### src/rtl/physical_layer_tx_pkg.sv
// Shared constants and types for the SL3 physical-layer transmit path.
package physical_layer_tx_pkg;

  localparam int NUM_SL3_LANES   = 4;
  localparam int CONN_ID_WIDTH   = 2;
  localparam int LANE_ID_WIDTH   = 2;
  localparam int LANE_DATA_WIDTH = 256;

  typedef struct packed {
    logic [LANE_DATA_WIDTH-1:0] data;
    logic                       valid;
    logic                       last;
  } lane_word_t;

  typedef enum logic [1:0] {
    ST_IDLE,
    ST_SELECT,
    ST_SEND,
    ST_DROP
  } tx_state_t;

endpackage

### src/rtl/tx_lane_out_reg.sv
// Single-entry valid/ready output register for one SL3 lane.
module tx_lane_out_reg
  import physical_layer_tx_pkg::*;
#(
  parameter int DATA_WIDTH = LANE_DATA_WIDTH
) (
  input  logic                  clk,
  input  logic                  rst_n,
  input  logic                  load,
  input  logic [DATA_WIDTH-1:0] load_data,
  input  logic                  load_last,
  input  logic                  ready,
  output logic [DATA_WIDTH-1:0] data,
  output logic                  valid,
  output logic                  last
);

  logic [DATA_WIDTH-1:0] data_reg;
  logic                  valid_reg;
  logic                  last_reg;

  // A new load takes priority over draining, so back-to-back words stream at full rate.
  always_ff @(posedge clk) begin
    if (!rst_n) begin
      data_reg  <= '0;
      valid_reg <= 1'b0;
      last_reg  <= 1'b0;
    end else if (load) begin
      data_reg  <= load_data;
      valid_reg <= 1'b1;
      last_reg  <= load_last;
    end else if (ready) begin
      valid_reg <= 1'b0;
    end
  end

  assign data  = data_reg;
  assign valid = valid_reg;
  assign last  = last_reg;

endmodule

### src/rtl/physical_layer_tx.sv
// SL3 physical-layer TX: maps each packet's connection to one lane in per-packet
// round-robin of the programmed order IDs, then streams it onto that lane.
module physical_layer_tx
  import physical_layer_tx_pkg::*;
#(
  parameter int NUM_LANES     = NUM_SL3_LANES,
  parameter int DATA_WIDTH    = LANE_DATA_WIDTH,
  parameter int CONN_ID_WIDTH = physical_layer_tx_pkg::CONN_ID_WIDTH,
  parameter int LANE_ID_WIDTH = physical_layer_tx_pkg::LANE_ID_WIDTH
) (
  input  logic                     clk,
  input  logic                     rst_n,
  input  logic                     program_en,
  input  logic [CONN_ID_WIDTH-1:0] lanes_connection_id [NUM_LANES],
  input  logic [LANE_ID_WIDTH-1:0] lanes_order_id      [NUM_LANES],
  input  logic [LANE_ID_WIDTH-1:0] conn_lane_cnt_m1    [NUM_LANES],
  input  logic [DATA_WIDTH-1:0]    pkt_data,
  input  logic [CONN_ID_WIDTH-1:0] pkt_conn_id,
  input  logic                     pkt_valid,
  input  logic                     pkt_last,
  output logic                     pkt_ready,
  output logic [DATA_WIDTH-1:0]    lane_data [NUM_LANES],
  output logic [NUM_LANES-1:0]     lane_valid,
  output logic [NUM_LANES-1:0]     lane_last,
  input  logic [NUM_LANES-1:0]     lane_ready,
  output logic [15:0]              tx_packets,
  output logic [7:0]               dropped_packets,
  output logic                     program_error
);

  localparam int SEL_W = (NUM_LANES > 1) ? $clog2(NUM_LANES) : 1;

  tx_state_t                state_reg;
  logic [CONN_ID_WIDTH-1:0] conn_reg;
  logic [SEL_W-1:0]         sel_reg;
  logic [CONN_ID_WIDTH-1:0] lane_conn_reg  [NUM_LANES];
  logic [LANE_ID_WIDTH-1:0] lane_order_reg [NUM_LANES];
  logic [LANE_ID_WIDTH-1:0] cnt_m1_reg     [NUM_LANES];
  logic [LANE_ID_WIDTH-1:0] rr_cnt_reg     [NUM_LANES];
  logic [15:0]              tx_packets_reg;
  logic [7:0]               dropped_packets_reg;
  logic                     program_error_reg;

  logic                     match_found;
  logic [SEL_W-1:0]         match_idx;
  logic [LANE_ID_WIDTH-1:0] rr_next;
  logic                     word_accept;
  logic [NUM_LANES-1:0]     lane_load;

  // Descending scan so the lowest matching lane index is the one left standing.
  always_comb begin
    match_found = 1'b0;
    match_idx   = '0;
    for (int i = NUM_LANES - 1; i >= 0; i--) begin
      if (lane_conn_reg[i] == conn_reg && lane_order_reg[i] == rr_cnt_reg[conn_reg]) begin
        match_found = 1'b1;
        match_idx   = SEL_W'(i);
      end
    end
  end

  assign rr_next = (rr_cnt_reg[conn_reg] == cnt_m1_reg[conn_reg]) ? '0
                 : rr_cnt_reg[conn_reg] + LANE_ID_WIDTH'(1);

  always_comb begin
    pkt_ready = 1'b0;
    case (state_reg)
      ST_SEND: pkt_ready = ~lane_valid[sel_reg] | lane_ready[sel_reg];
      ST_DROP: pkt_ready = 1'b1;
      default: pkt_ready = 1'b0;
    endcase
  end

  assign word_accept = pkt_valid & pkt_ready;

  always_ff @(posedge clk) begin
    if (!rst_n) begin
      state_reg           <= ST_IDLE;
      conn_reg            <= '0;
      sel_reg             <= '0;
      lane_conn_reg       <= '{default: '0};
      lane_order_reg      <= '{default: '0};
      cnt_m1_reg          <= '{default: '0};
      rr_cnt_reg          <= '{default: '0};
      tx_packets_reg      <= '0;
      dropped_packets_reg <= '0;
      program_error_reg   <= 1'b0;
    end else begin
      if (program_en) begin
        if (state_reg == ST_IDLE) begin
          lane_conn_reg  <= lanes_connection_id;
          lane_order_reg <= lanes_order_id;
          cnt_m1_reg     <= conn_lane_cnt_m1;
        end else begin
          program_error_reg <= 1'b1;
        end
      end

      case (state_reg)
        ST_IDLE: begin
          if (pkt_valid) begin
            conn_reg  <= pkt_conn_id;
            state_reg <= ST_SELECT;
          end
        end
        ST_SELECT: begin
          if (match_found) begin
            sel_reg   <= match_idx;
            state_reg <= ST_SEND;
          end else begin
            state_reg <= ST_DROP;
          end
        end
        ST_SEND: begin
          if (word_accept && pkt_last) begin
            rr_cnt_reg[conn_reg] <= rr_next;
            if (tx_packets_reg != '1) tx_packets_reg <= tx_packets_reg + 16'd1;
            state_reg <= ST_IDLE;
          end
        end
        ST_DROP: begin
          if (word_accept && pkt_last) begin
            if (dropped_packets_reg != '1) dropped_packets_reg <= dropped_packets_reg + 8'd1;
            state_reg <= ST_IDLE;
          end
        end
        default: state_reg <= ST_IDLE;
      endcase
    end
  end

  for (genvar gi = 0; gi < NUM_LANES; gi++) begin : g_lane
    assign lane_load[gi] = (state_reg == ST_SEND) && word_accept && (sel_reg == SEL_W'(gi));

    tx_lane_out_reg #(
      .DATA_WIDTH(DATA_WIDTH)
    ) u_out_reg (
      .clk       (clk),
      .rst_n     (rst_n),
      .load      (lane_load[gi]),
      .load_data (pkt_data),
      .load_last (pkt_last),
      .ready     (lane_ready[gi]),
      .data      (lane_data[gi]),
      .valid     (lane_valid[gi]),
      .last      (lane_last[gi])
    );
  end

  assign tx_packets      = tx_packets_reg;
  assign dropped_packets = dropped_packets_reg;
  assign program_error   = program_error_reg;

endmodule

### config.mk
export PLATFORM = sky130hd
export DESIGN_NAME = physical_layer_tx
export DESIGN_NICKNAME = d
export VERILOG_FILES = /design/src/rtl/physical_layer_tx_pkg.sv /design/src/rtl/tx_lane_out_reg.sv /design/src/rtl/physical_layer_tx.sv
export SDC_FILE = /design/constraint.sdc
export NUM_CORES = 2
export LEC_CHECK = 0
export CAP_MARGIN = 15
export CELL_PAD_IN_SITES_DETAIL_PLACEMENT = 0
export CELL_PAD_IN_SITES_GLOBAL_PLACEMENT = 2
export CORE_AREA = 10 10 512 514
export CTS_BUF_LIST = sky130_fd_sc_hd__clkbuf_2
export CTS_CLUSTER_SIZE = 20
export DETAILED_ROUTE_END_ITERATION = 16
export DIE_AREA = 0 0 522 524
export PLACE_DENSITY = 0.54
export SLEW_MARGIN = 20
export SYNTH_ARGS = -nofsm -noshare
export SYNTH_HDL_FRONTEND = slang
export SYNTH_SLANG_ARGS = --single-unit
export TNS_END_PERCENT = 20
### constraint.sdc
create_clock -name clk -period 2.1 [get_ports clk]
set_clock_uncertainty 0.1 [all_clocks]
set_input_delay 0.42 -clock clk [delete_from_list [all_inputs] [get_ports clk]]
set_output_delay 0.42 -clock clk [all_outputs]
set_load 0.02 [all_outputs]
==> impl_metrics.yaml <==
floorplanning:
  rows: 184
  ios: 1349
  fp.dieW_um: 522
  design.core.area_um2: 251000
  die_h_um: 524
  dieArea_um2: 274000
  initial_utilization_pct: 15.1
sta:
  report.final.setup_viol: 1946
  unrepaired_setup_endpoints_after_global_routing: "yes"
  finalWorstSetupSlack_ns: -1.45
  clock.fmax_ghz: 0.282
  fin_crit_sh_pct: 169
  tightestPinTransition_ns: 1.04
  report.final.slew_viol_count: 0
  final.hold.worst_slack_ns: -0.723
  slew_headroom_pct: 30.5
  final-hold-violation-count: 2
  period_minus_slack_ns: 3.55
  setup-tns-final_ns: -805.03
worst_setup_path:
  path_max_fanout: 3
  worstSetupPathType: "flop to output pin"
  cp.arrival_ns: 3.03
  cp_data_required_time_ns: 1.58
  critical_path.startpoint_type: "flop"
  end_kind: "output pin"
  worstRegToRegCells: 9
  timing.reg2reg.setup_slack_ns: -0.40
pwr:
  p_int_uw: 29400
  power.static_leakage_uw: 0.0266
  finalPower_uw: 42500
  max-vdd-ir-drop_uv: 352
  power.net_switching_uw: 13100
  pwr-share-seq_pct: 49.8
  comb_power_share_pct: 11.4
  pwr-share-clk_pct: 38.8
  power.switching_fraction_pct: 30.9
  power_per_unit_of_standard_cell_area_nw_per_um2: 604
cts:
  cts_hold_buffers: 622
  numCtsBuffers: 353
  clock_slew_seen_by_the_registers_of_the_worst_setup_and_hold_paths_ns: 0.09
  cts_num_sinks: 1095
  h_tree_depth_reported_by_cts: 5
  buffer_levels_on_the_longest_clock_path: 4
  tritoncts: "done"
  cts.root.buffer_cell: "sky130_fd_sc_hd__clkbuf_2"
  clock_latency_ns: 1.76
logic_synthesis:
  synth.area.top_cells: "sky130_fd_sc_hd__dfxtp_1 58%, sky130_fd_sc_hd__nand2_1 21%, sky130_fd_sc_hd__a21oi_1 14%"
  yosys_register_bits: 1095
  synth.lib_cells_used.distinct: 51
  sequential_fraction_of_the_synthesis_area_pct: 57.6
  number_of_nets_in_the_synthesized_netlist: 5123
  yosys.cell_count.top_type: "sky130_fd_sc_hd__nand2_1"
  synth_top_cell_by_area: "sky130_fd_sc_hd__dfxtp_1"
  syn_area_um2: 38100
  synth.cells.most_frequent: "2126 x sky130_fd_sc_hd__nand2_1, 1095 x sky130_fd_sc_hd__dfxtp_1, 1063 x sky130_fd_sc_hd__a21oi_1"
  synth-edff-count: 0
  synth-main-ff-cell: "sky130_fd_sc_hd__dfxtp_1"
  yosys_warnings: 0
  syn_inst_count: 4830
  synth_async_sr_flop_share_pct: 0
  mean_instance_size_in_the_synthesized_netlist_um2: 7.88
  portion_of_synthesized_cell_area_occupied_by_the_leading_cell_type_pct: 57.6
placed_design:
  place.port_buffers: 1348
  finalWeightedCongestion: 0.816
  place.detailed.hpwl_mm: 197
  dpl_worst_slack_ns: -1.00
status:
  outcome: "finished, violations left"
  violations_in_the_final_reports: "negative hold slack, negative setup slack"
routing:
  detail_route.wirelength_mm: 261
  viasPerCell: 4.01
  drtAntennaViolNets: 0
  detailedRoute.firstIterationViolations: 2609
  vias: 43400
  drtPass1Iterations: 7
  post-route-drc-count: 0
  wire_per_inst_um: 24.1
global_route:
  total_routing_usage_reported_by_global_routing_pct: 18.0
  grt_first_pass_wirelength_mm: 354
  grt.overflow.total: 0
  vias_in_the_first_global_route: 43400
  number_of_antenna_violations_at_the_first_check_in_global_routing: 63
  maximum_number_of_pins_on_one_net_before_global_route_repair: 55
job:
  drv.max_cap_violation_count: 0
layout:
  area_growth_syn_to_fin_pct: 85.0
  filler_cell_count: 27400
  share_of_post_route_cells_with_drive_strength_above_1_pct: 36.5
  final_nets: 7570
  largest_register_ffs: 1024
hold_path:
  hold_path_class: "primary input to flop"
  hold-path-cell-count: 3
[worst max-delay path: stages (launching register included)]
cell	delay, ns
sky130_fd_sc_hd__dfxtp_4	0.38
sky130_fd_sc_hd__buf_6	0.12
sky130_fd_sc_hd__a211oi_4	0.30
sky130_fd_sc_hd__buf_6	0.16
sky130_fd_sc_hd__nor3_4	0.05
sky130_fd_sc_hd__nor2b_4	0.16
sky130_fd_sc_hd__buf_6	0.14
[power groups by stage]
stage               Sequential (uW)  Clock (uW)  Combinational [uW]
finish                        21100       16500                4840
CTS                           21100       17400                4890
global route                  21200       18500                5140
floorplan                     21800           0                 914
detailed placement            21600           0                3790
global placement              21600           0                3800
[worst paths after layout]
check                                     start                       endpoint
hold reg to reg   g_lane[0].u_out_reg.data[171]  g_lane[0].u_out_reg.data[171]
hold / removal                    lane_ready[2]      g_lane[2].u_out_reg.valid
setup reg to reg                     sel_reg[0]  g_lane[2].u_out_reg.data[154]
setup / recovery                     sel_reg[0]                      pkt_ready
[placed cells by master (no fill, tap or decap), drive strengths merged, types with 2 or more instances in the layout]
cell type      Yosys  routed
clkbuf           261     478
dfxtp           1095    1095
nand2b             5       5
diode              0      29
mux2i             10      10
nand2           2126    2126
clkdlybuf4s50      0     486
buf              110    1354
ha                 2       2
nand4              8       8
o211a              2       2
nand3             12      12
xor2              11      11
nand3b             2       2
nor3b              5       5
a21oi           1063    1063
a211oi             2       2
dlygate4sd3        0     622
and4               2       2
nor2              39      39
nor4               6       6
clkinv             0      46
and3               6       6
inv                5      12
nor2b              3       3
nor3               5       5
o21ai              5       5
clkinvlp           0       4
xnor2             25      25
mux4               4       4
and2               2       2
[through the flow]
stage                     util (%)  cell area [um^2]  instances
final                         28.0             70400      10800
after floorplan                  -             38100       4830
after detailed placement      23.1             58100       9507
after global placement        23.1             58100       9507
after CTS                     27.3             68500      10700
after global routing          28.0             70400      10800
[area by class of cell]
cell class              instances  area [um^2]  share of cell area [%]
repair buffers               2463        25700                    36.5
flip-flops and latches       1095        23100                    32.8
clock buffers                 478         2390                    3.40
inverters                       5         26.3                  0.0373
multi-input cells            3359        14700                    20.8
diodes                         29         72.6                   0.103
clock inverters                58          267                   0.378
well taps                    3348         4190                    5.95
[routing by layer]
| layer | routed length [um] | GRT usage [%] | vias up |
|---|---|---|---|
| met3 | 23100 | 6.71 | 430 |
| met4 | 8100 | 5.54 | 20 |
| li1 | - | - | 20700 |
| met1 | 108000 | 21.6 | 20700 |
| met5 | 109 | 0 | - |
| met2 | 122000 | 29.8 | 1620 |
[cell families after synthesis]
group | share of synthesized area, %
xor+xnor | 0.829
mux | 0.520
compound gates | 14.4
simple gates | 22.4
flops | 57.6
buf+inv | 4.17
fa+ha+maj | 0.0658
[timing repair]
item                                   4_1_cts  5_1_grt
resized for setup                         3190     2961
buffers inserted                            53       90
endpoints found under the hold margin     1095      104
pin swaps                                    1        2
setup endpoints to repair                 1985     2103
Note: power is estimated with default switching activity, not from simulation.
